**config.mk**
```make
export PLATFORM = sky130hd
export DESIGN_NAME = noc_port_demux
export DESIGN_NICKNAME = d
export VERILOG_FILES = /design/src/rtl/noc_port_demux.sv
export SDC_FILE = /design/constraint.sdc
export NUM_CORES = 1
export LEC_CHECK = 0
export BUFFER_PORTS_ARGS = -buffer_cell sky130_fd_sc_hd__buf_4
export CORE_ASPECT_RATIO = 0.7
export CORE_MARGIN = 1
export CORE_UTILIZATION = 50
export DETAILED_ROUTE_END_ITERATION = 7
export GPL_ROUTABILITY_DRIVEN = 0
export GPL_TIMING_DRIVEN = 0
export HOLD_SLACK_MARGIN = 0.15
export PLACE_DENSITY = 0.76
export SETUP_SLACK_MARGIN = 0.4
export SYNTH_ARGS = -nofsm -noshare
export SYNTH_HDL_FRONTEND = slang
export SYNTH_SLANG_ARGS = --single-unit
```
**constraint.sdc**
```tcl
create_clock -name clk -period 2.8 [get_ports clk]
set_input_delay 0.42 -clock clk [delete_from_list [all_inputs] [get_ports clk]]
set_output_delay 0.42 -clock clk [all_outputs]
set_load 0.02 [all_outputs]
```
**src/rtl/noc_port_demux.sv**
```systemverilog
// noc_port_demux: distributes one flit stream over PORT_NUM output channels.
// The head flit's binary destination is decoded to a one-hot select, and the
// packet (head..tail) stays locked to that port. Each output owns a one-entry
// valid/ready register stage. Heads with an out-of-range destination are
// accepted and discarded together with the rest of their packet.
// Optional feature: define NOC_DEMUX_DROP_CNT_EN to build the saturating
// dropped-packet counter on drop_cnt; otherwise drop_cnt is tied to zero.
module noc_port_demux #(
  parameter int unsigned PORT_NUM   = 5,
  parameter int unsigned DATA_WIDTH = 32,
  parameter int unsigned SEL_W      = (PORT_NUM > 1) ? $clog2(PORT_NUM) : 1
) (
  input  logic                           clk,
  input  logic                           rst_n,
  input  logic                           in_valid,
  output logic                           in_ready,
  input  logic [DATA_WIDTH-1:0]          in_data,
  input  logic [SEL_W-1:0]               in_dst,
  input  logic                           in_last,
  output logic [PORT_NUM-1:0]            out_valid,
  input  logic [PORT_NUM-1:0]            out_ready,
  output logic [PORT_NUM*DATA_WIDTH-1:0] out_data,
  output logic                           busy,
  output logic                           drop_err,
  output logic [15:0]                    drop_cnt
);

  typedef enum logic [1:0] {IDLE, FWD, DROP} state_e;

  state_e                state_q, state_d;
  logic [PORT_NUM-1:0]   sel_q, sel_d;
  logic                  drop_err_q, drop_err_d;
  logic [PORT_NUM-1:0]   out_valid_q, out_valid_d;
  logic [DATA_WIDTH-1:0] data_q [PORT_NUM];
  logic [DATA_WIDTH-1:0] data_d [PORT_NUM];

  logic [PORT_NUM-1:0]   sel_idle;
  logic                  dst_legal;
  logic [PORT_NUM-1:0]   select;
  logic [PORT_NUM-1:0]   stage_free;
  logic [PORT_NUM-1:0]   load;
  logic                  accept;

  // Destination decode, active port select and input-side ready.
  always_comb begin
    sel_idle = '0;
    for (int unsigned i = 0; i < PORT_NUM; i++) begin
      if (32'(in_dst) == i) sel_idle[i] = 1'b1;
    end
    // An out-of-range destination matches no port and leaves sel_idle empty.
    dst_legal = |sel_idle;
    case (state_q)
      IDLE:    select = sel_idle;
      FWD:     select = sel_q;
      default: select = '0;
    endcase
    stage_free = ~out_valid_q | out_ready;
    in_ready   = (state_q == DROP) || ((state_q == IDLE) && !dst_legal) ||
                 (|(select & stage_free));
    accept     = in_valid & in_ready;
    load       = accept ? select : '0;
  end

  // Packet lock FSM: next state, latched select and drop pulse.
  always_comb begin
    state_d    = state_q;
    sel_d      = sel_q;
    drop_err_d = 1'b0;
    case (state_q)
      IDLE: begin
        if (accept) begin
          if (dst_legal) begin
            if (!in_last) begin
              state_d = FWD;
              sel_d   = sel_idle;
            end
          end else begin
            drop_err_d = 1'b1;
            if (!in_last) state_d = DROP;
          end
        end
      end
      FWD, DROP: begin
        if (accept && in_last) state_d = IDLE;
      end
      default: state_d = IDLE;
    endcase
  end

  // Per-port output stages: a load wins over a drain, so a drain and reload
  // in the same cycle leaves no bubble.
  always_comb begin
    for (int unsigned i = 0; i < PORT_NUM; i++) begin
      out_valid_d[i] = load[i] | (out_valid_q[i] & ~out_ready[i]);
      data_d[i]      = load[i] ? in_data : data_q[i];
    end
  end

  // State, lock and output stage registers.
  always_ff @(posedge clk or negedge rst_n) begin
    if (!rst_n) begin
      state_q     <= IDLE;
      sel_q       <= '0;
      drop_err_q  <= 1'b0;
      out_valid_q <= '0;
      for (int unsigned i = 0; i < PORT_NUM; i++) data_q[i] <= '0;
    end else begin
      state_q     <= state_d;
      sel_q       <= sel_d;
      drop_err_q  <= drop_err_d;
      out_valid_q <= out_valid_d;
      for (int unsigned i = 0; i < PORT_NUM; i++) data_q[i] <= data_d[i];
    end
  end

`ifdef NOC_DEMUX_DROP_CNT_EN
  logic [15:0] drop_cnt_q, drop_cnt_d;

  // Saturating count of dropped packets, stepping with each drop pulse.
  always_comb begin
    drop_cnt_d = drop_cnt_q;
    if (drop_err_d && (drop_cnt_q != '1)) drop_cnt_d = drop_cnt_q + 16'd1;
  end

  // Drop counter register.
  always_ff @(posedge clk or negedge rst_n) begin
    if (!rst_n) drop_cnt_q <= '0;
    else        drop_cnt_q <= drop_cnt_d;
  end

  assign drop_cnt = drop_cnt_q;
`else
  assign drop_cnt = '0;
`endif

  // Flatten the per-port stages onto the output bus.
  always_comb begin
    out_data = '0;
    for (int unsigned i = 0; i < PORT_NUM; i++) begin
      out_data[i*DATA_WIDTH +: DATA_WIDTH] = data_q[i];
    end
  end

  assign out_valid = out_valid_q;
  assign busy      = (state_q != IDLE);
  assign drop_err  = drop_err_q;

endmodule

```
# Word-level counts from Yosys, hierarchy flattened
# Cells that the tools add are included.
word_totals:
  out_inout_bits: 184
  in_bits: 44
  ff_bits: 173
  word_cells: 67
op_classes:
  n_bitwise: 20
  eq_ne: 9
  n_mux: 16
  n_reduce_logical: 13
op_table:
  columns: ["operator", "count"]
  rows:
  - ["2-bit two-way mux", 5]
  - ["5-bit case mux with 2 select lines", 1]
  - ["5-bit OR reduction", 2]
  - ["1-bit two-way mux", 8]
  - ["1-bit bitwise AND", 6]
  - ["3-bit by 2-bit == test with 1-bit output, second input constant", 2]
  - ["2-bit inequality test, second input constant", 3]
  - ["1-bit NOT", 6]
  - ["5-bit bitwise AND", 1]
  - ["5-bit two-way mux", 1]
  - ["5-bit NOT", 1]
  - ["1-bit bitwise OR", 5]
  - ["5-bit bitwise OR", 1]
  - ["2-bit case mux with 2 select lines", 1]
  - ["4-bit AND reduction", 1]
  - ["3-bit by 1-bit == test with 1-bit output, second input constant", 1]
  - ["3-bit == test, second input constant", 1]
  - ["3-bit zero test", 1]
  - ["3-bit AND reduction", 1]
  - ["2-bit by 1-bit == test with 1-bit output, second input constant", 1]
  - ["2-bit == test, second input constant", 1]
  - ["1-bit logical AND", 2]
  - ["2-bit zero test", 1]
  - ["1-bit logical OR", 2]
  - ["3 further kinds", 3]

# Longest topological paths before layout
# Gate-level depths: netlist (run 1).
depth:
  ltp_word: 11
  depth_mapped: 8

# Worst setup path after synthesis (run 1)
# Ideal clock, no wire load.
synth_path:
  kind: "reg2reg"
  startpoint: "register state_q[0]"
  endpoint: "register data_q, in the netlist out_data[100]"
  path_stages_with_launch: 9
  setup_slack_ns: 0.486
  arrival_time_ns: 2.187
  synth_period_minus_slack_ns: 2.314
  path_buffers: 2
  t_required_ns: 2.673
  cell_sequence: "dfrtp_1 > inv_1 > ha_1 > buf_2 > a32oi_1 > o22a_1 > a211oi_4 > buf_6 > mux2_1"
synth_between:
  elab_chain_cells: 7
  word_cells_on_any_way: 11
synth_lines:
  columns: ["item", "line_no", "source"]
  rows:
  - ["start: declaration", "30", "state_e state_q, state_d;"]
  - ["start signal: assignment", "108", "state_q <= state_d;"]
  - ["2-bit by 1-bit == test with 1-bit output or 2-bit zero test (tied branches)", "52, 58", null]
  - ["5-bit case mux with 2 select lines", "52", "case (state_q)"]
  - ["5-bit bitwise AND", "59", "(|(select & stage_free));"]
  - ["5-bit OR reduction", "59", null]
  - ["1-bit logical OR", "58", "in_ready = (state_q == DROP) || ((state_q == IDLE) && !dst_legal) ||"]
  - ["1-bit bitwise AND", "60", "accept = in_valid & in_ready;"]
  - ["5-bit two-way mux *", "61", "load = accept ? select : '0;"]
  - ["end: declaration", "34", "logic [DATA_WIDTH-1:0] data_q [PORT_NUM];"]
# Every way passes the cells marked *; elsewhere a longest branch is shown, timed or not.
# A chain may end at the register's enable or synchronous reset.

# Final worst setup path (run 1)
layout_path:
  startpoint: "register state_q[0]"
  endpoint: "register sel_q[0]"
layout_between:
  elab_chain_cells: 7
  word_cells_on_any_way: 11
layout_lines:
  columns: ["item", "line_no", "source"]
  rows:
  - ["2-bit by 1-bit == test with 1-bit output or 2-bit zero test (tied branches)", "52, 58, 69", null]
  - ["5-bit case mux with 2 select lines", "52", null]
  - ["5-bit bitwise AND", "59", null]
  - ["5-bit OR reduction", "59", null]
  - ["1-bit logical OR", "58", null]
  - ["1-bit bitwise AND", "60", null]
  - ["4-bit AND reduction (no source line) *", null, null]
  - ["end signal: assignment", "109", "sel_q <= sel_d;"]
  - ["end: declaration", "31", "logic [PORT_NUM-1:0] sel_q, sel_d;"]
# Marks and branches as above.

==> results of run 1 <==
[layout make-up]
cell class | count | area [um^2] | share of cell area, %
multi-input combinational | 244 | 2530 | 25.7
tap | 185 | 231 | 2.35
inverter | 7 | 26.3 | 0.267
clock buffer | 17 | 425 | 4.32
clock inverter | 14 | 136 | 1.38
timing repair buffer | 240 | 1840 | 18.7
sequential | 173 | 4330 | 43.9
buffer | 33 | 334 | 3.39
[kinds of logic (layout without fill, tap and decap cells)]
logic type	count (synthesis)	count (layout)	share of synthesized area [%]
flops	173	173	62.8
mux	160	160	26.1
buf+inv	40	311	3.90
compound gates	36	36	4.14
simple gates	29	29	2.41
fa+ha+maj	3	3	0.545
other cells	1	16	0.0544
[layer usage]
metal	vias up	wire (um)	track usage [%]
met2	195	8630	40.9
met4	0	169	7.69
li1	2104	-	-
met5	-	0	0
met3	15	1560	8.78
met1	2368	7120	31.6
[report_power, final]
part,internal [W],total (W),switching [W]
logic,0.00295,0.00605,0.00310
registers,0.00372,0.00440,0.000682
clock network,0.00124,0.00225,0.00101
total,0.00790,0.0127,0.00480
[worst max-delay path by stage]
stage,from,to,cells after the start
5_1_grt,in_dst[1],state_q[0],13
4_1_cts,state_q[0],in_ready,8
3_5_place_dp,state_q[0],out_data[154],8
6_report,state_q[0],sel_q[0],12
2_1_floorplan,state_q[0],out_data[100],8
3_3_place_gp,state_q[0],out_data[109],8
[per-stage QoR]
step,total power [W],cell area [um^2]
2_1_floorplan,0.00736,6950
3_3_place_gp,0.00975,8760
3_5_place_dp,0.00996,8790
4_1_cts,0.0126,9680
5_1_grt,0.0133,9860
6_report,0.0127,9860
[repair_timing]
action | CTS | global route
hold buffers | 1 | 0
setup buffers | 18 | 10
setup endpoints to repair | 162 | 159
endpoints found under the hold margin | 82 | 0
pin swaps | 9 | 6
resized for setup | 35 | 26
[sequential cells by signal, summed over array words and instances, names as in the netlist]
signal / count
drop_err: 1
state_q: 2
out_data: 160
sel_q: 5
out_valid: 5
[cells in the final DEF, fill, tap and decap left out, types with 2 or more instances in the layout]
master      synthesis  layout
nand2_1             4       4
nand2b_1            6       6
clkbuf_16           0      17
a32oi_4             0       2
buf_6               3      15
nor3_1              2       2
a21oi_1             3       2
mux2_1             36      36
inv_8               0       2
a2bb2oi_1           2       2
inv_6               0       2
a21oi_4             0       4
mux2_4              0       2
o21ai_1             1       2
clkinv_4            0       3
mux2_2            124     122
clkinvlp_4          0       4
inv_2               0       2
nor2b_1             3       3
buf_4              24     250
and2_1              2       2
buf_12              0       3
inv_1               7       5
o21ai_2             0       2
clkinv_2            0       2
dfrtp_1           173     172
ha_4                0       2
nor2_1              4       3
o21ai_0            10       7
or2_2               2       2
nor4_1              2       2
buf_8               0       2
conb_1              1      16
[worst reg2reg max path, stage by stage, from the launching register on]
cell and delay [ns]:
dfrtp_2 0.42, inv_2 0.07, ha_4 0.18, a32oi_2 0.33
o2111ai_2 0.20, buf_4 0.17, buf_4 0.12, buf_4 0.12
buf_4 0.12, buf_4 0.12, buf_4 0.13, o21ai_1 0.24
a22o_1 0.19
==> results by group, run 1 <==
Status
  – Status: finished clean

Detailed routing
  – ANT nets after route: 0
  – Drc violations: 0
  – DR vias: 4682
  – 1st-pass router iterations: 4
  – Routed WL: 17500 um
  – Vias per cell: 5.13
  – DR WL/cell: 19.1 um
  – 1st-iter DRT viols: 162

Critical path
  – Crit path largest cell delay: 0.42 ns
  – R2r setup slk: 0.32 ns
  – Worst Path Required: 3.16 ns
  – Crit path max fanout: 4
  – WP buf/inv: 7
  – CP Cell Sequence: inv_2, ha_4, a32oi_2, o2111ai_2, buf_4, buf_4, buf_4, buf_4, buf_4, buf_4, o21ai_1, a22o_1
  – Reg2Reg Launch Point: state_q[0]
  – CP max stage cell: dfrtp_2
  – Reg-to-reg endpoint: sel_q[0]
  – Worst r2r path cells: 12
  – Delay-heaviest family, CP: compound AO/OA/AOI/OAI gates
  – CP startpoint kind: flop
  – CP Capture Type: flop
  – CP Class: flop to flop
  – Most used cell, CP: buf_4
  – Critical Path AT: 2.84 ns

Synthesis
  – Syn Area/Cell: 15.6 um^2
  – Top post-synthesis cells by area: dfrtp_1 (63%), mux2_2 (20%), mux2_1 (5.9%)
  – Yosys top cell by area: dfrtp_1
  – Synth warnings: 0
  – Main flop type after synthesis: dfrtp_1
  – Most common cell in the synthesized netlist: dfrtp_1
  – Syn Std Cell Area: 6890 um^2
  – Mapped Cells: 442
  – Register area share after synthesis: 62.8%
  – Post-synthesis async set-or-reset flop share: 100%
  – Commonest cells post-synth: dfrtp_1 (173), mux2_2 (124), mux2_1 (36)
  – #FFs+latches synth: 173
  – EDFF count, synth: 0
  – Library cells used by synthesis: 41
  – Synth top area share: 62.8%

Hold path
  – Hold path start: in_data[26]
  – Hold crit path type: input pin to flop
  – WHS Endpoint: out_data[122]
  – Hold Path Stages: 2

Timing
  – Final setup skew: 0.0138 ns
  – Hold slack: 0.255 ns
  – Final Hold Fails: 0
  – RSZ-0062 raised after global routing: yes
  – Max Transition Viols Final: 0
  – Fraction of the cycle the final worst path needs: 88.5%
  – # setup viols final: 0
  – Minimum clock period: 2.48 ns
  – Rel. slew slack: 54.6%
  – Final setup margin: 0.322 ns
  – Slew @ Worst Pin: 0.682 ns
  – Setup_tns: 0 ns
  – Fmax: 404 MHz

Place
  – DP Worst Slack: 0.0131 ns
  – Placed cell count: 853
  – DPL Wire Length: 11800 um
  – PortBufs: 210

Clock tree
  – H-tree levels: 4
  – Total CTS buffers: 17
  – Clk_lat worst skew: 0.42 ns
  – Clock root cell: clkbuf_16
  – CTS tree: yes
  – # clock sinks: 173
  – Clock transition at the registers of the reported paths: 0.07 ns
  – CTS Buffer Depth: 2

Cells and area
  – Share of cells above drive strength 1: 62.1%
  – Ant. Diodes: 0
  – Nets@finish: 763
  – Final Util: 74.0%
  – P&R area growth vs syn: 43.0%
  – Fill cell count: 896
  – Count of non-filler cells in the finished layout: 913

Die
  – Initial Util: 51.8%
  – CORE AREA: 13300 um^2
  – Rows: 35
  – DIE HEIGHT: 100 um
  – Io pins: 228
  – Die ar.: 14300 um^2
  – Chip Width: 142 um

GRT
  – First-pass GRT wire length: 26600 um
  – Pin count of the biggest net entering global routing: 92
  – Antenna violations before repair: 0
  – GRT Util Overall: 25.1%
  – Number of global-route vias before repair: 4864
  – Total grt overflow: 0

Pwr
  – Peak VDD IR: 725 uV
  – PwrDens: 1290 nW/um^2
  – Lkg Pwr: 4.68 nW

Job
  – Max cap viols: 0
No activity file was read; power rests on OpenSTA's default activity.
==> inputs of run 2 (changes only) <==
==> constraint.sdc (replaced) <==
create_clock -name clk -period 2.8 [get_ports clk]
set_input_delay 0.28 -clock clk [delete_from_list [all_inputs] [get_ports clk]]
set_output_delay 0.28 -clock clk [all_outputs]
set_load 0.02 [all_outputs]
==> results by group, run 2 (synthesized netlist as in run 1, its figures left out) <==
Clock tree
  – Total CTS buffers: 17
  – CTS tree: yes
  – Clock transition at the registers of the reported paths: 0.07 ns
  – H-tree levels: 4
  – CTS Buffer Depth: 2
  – Clock root cell: clkbuf_16
  – # clock sinks: 173
  – Clk_lat worst skew: 0.42 ns

Timing
  – # setup viols final: 0
  – Setup_tns: 0 ns
  – Hold slack: 0.181 ns
  – RSZ-0062 raised after global routing: yes
  – Slew @ Worst Pin: 0.627 ns
  – Fmax: 420 MHz
  – Fraction of the cycle the final worst path needs: 85.1%
  – Max Transition Viols Final: 0
  – Final setup skew: 0.0127 ns
  – Final Hold Fails: 0
  – Final setup margin: 0.417 ns
  – Rel. slew slack: 58.2%
  – Minimum clock period: 2.38 ns

Place
  – Cell area after placement: 8790 um^2
  – DP Worst Slack: 0.0131 ns
  – PortBufs: 210
  – DPL Wire Length: 11800 um

Die
  – Chip Width: 142 um
  – Die ar.: 14300 um^2
  – Io pins: 228
  – CORE AREA: 13300 um^2
  – DIE HEIGHT: 100 um
  – Rows: 35
  – Initial Util: 51.8%

GRT
  – First-pass GRT wire length: 26700 um
  – GRT Util Overall: 25.1%
  – Antenna violations before repair: 0
  – Total grt overflow: 0
  – Number of global-route vias before repair: 4922
  – Pin count of the biggest net entering global routing: 92

Critical path
  – Reg2Reg Launch Point: state_q[0]
  – CP Class: flop to flop
  – Worst Setup SP: state_q[0]
  – CP Capture Type: flop
  – Worst Path Required: 3.09 ns
  – Crit path max fanout: 10
  – Critical Path AT: 2.67 ns
  – CP startpoint kind: flop

Cells and area
  – Number of flip-flops in the largest register: 160
  – Commonest non-fill, non-tap cell in the layout: buf_4
  – Fill cell count: 891
  – P&R area growth vs syn: 45.3%
  – Share of cells above drive strength 1: 58.2%
  – Ant. Diodes: 0
  – Nets@finish: 782
  – Final instance area: 10000 um^2
  – Commonest non-fill, non-tap cells in the layout: buf_4 (241), dfrtp_1 (172), mux2_2 (124)

Pwr
  – Overall Power: 0.0125 W
  – Gate power share: 46.6%
  – PwrDens: 1240 nW/um^2
  – Internal cell power: 0.00774 W
  – Clock network power share: 18.1%
  – Peak VDD IR: 728 uV
  – Lkg Pwr: 4.74 nW
  – Sw frac: 37.8%
  – Sequential power share: 35.3%
  – Net Switching: 0.00472 W

Detailed routing
  – Routed WL: 17300 um
  – DR WL/cell: 18.6 um
  – DR vias: 4721
  – 1st-pass router iterations: 4
  – Vias per cell: 5.07
  – ANT nets after route: 0
  – 1st-iter DRT viols: 142
  – Drc violations: 0

Job
  – Max cap viols: 0

Status
  – Status: finished clean

Hold path
  – Hold path start: in_valid
  – Hold crit path type: input pin to flop
run 2: cell count changes in the layout (fill, tap and decap cells not counted), sizes merged:
cell,change
dlygate4sd3,+33
buf,-14
run 2: final cells by class:
class	instances	area, um^2	area share [%]
Sequential cell	173	4330	43.2
Multi-Input combinational cell	244	2480	24.8
Timing Repair Buffer	259	2060	20.6
Clock buffer	17	425	4.25
Buffer	33	323	3.22
Tap cell	185	231	2.31
Clock inverter	14	136	1.36
Inverter	7	26.3	0.262
run 2: what timing repair did:
action / in CTS / in global routing
gates resized for setup: 28 / 19
setup buffers: 7 / 7
pin swaps: 5 / 3
hold buffers: 34 / 0
endpoints found under the hold margin: 239 / 0
endpoints found under the setup margin: 162 / 156
run 2: final timing paths:
path | end | slack (ns) | cells past startpoint
max reg2reg | out_data[105] | 0.42 | 9
max in group asynchronous | out_data[40] | 1.53 | 3
max | out_data[105] | 0.42 | 9
min in group asynchronous | state_q[1] | 0.42 | 2
min | drop_err | 0.18 | 2
min reg2reg | out_data[107] | 0.49 | 1
run 2: per-stage QoR:
step	std cells	util (%)
after detailed placement	853	66.0
final	932	75.3
after global routing	932	75.3
after global placement	852	65.8
after CTS	925	74.1
after floorplan	457	-
run 2: routing by layer:
layer  part of all wire (%)  vias to the layer above  track usage, %
met1                     41                     2378            31.2
met2                     49                      180            41.5
met5                      0                        -               0
met4                    1.2                        0            7.44
met3                    8.3                       17            8.87
li1                       -                     2146               -
run 2: worst max-delay path, stage by stage (launching register included):
cell	delay [ns]
dfrtp_2	0.45
inv_2	0.09
ha_4	0.18
nor4bb_4	0.24
o21ai_2	0.09
o2111a_2	0.28
a211oi_4	0.24
buf_6	0.18
buf_12	0.15
mux2_1	0.35
run 2: power groups by stage:
stage	clock network, W	registers [W]	logic, W
finish	0.00225	0.00440	0.00581
floorplan	0	0.00578	0.00158
global route	0.00239	0.00455	0.00611
global placement	0	0.00432	0.00543
detailed placement	0	0.00441	0.00555
CTS	0.00229	0.00439	0.00574
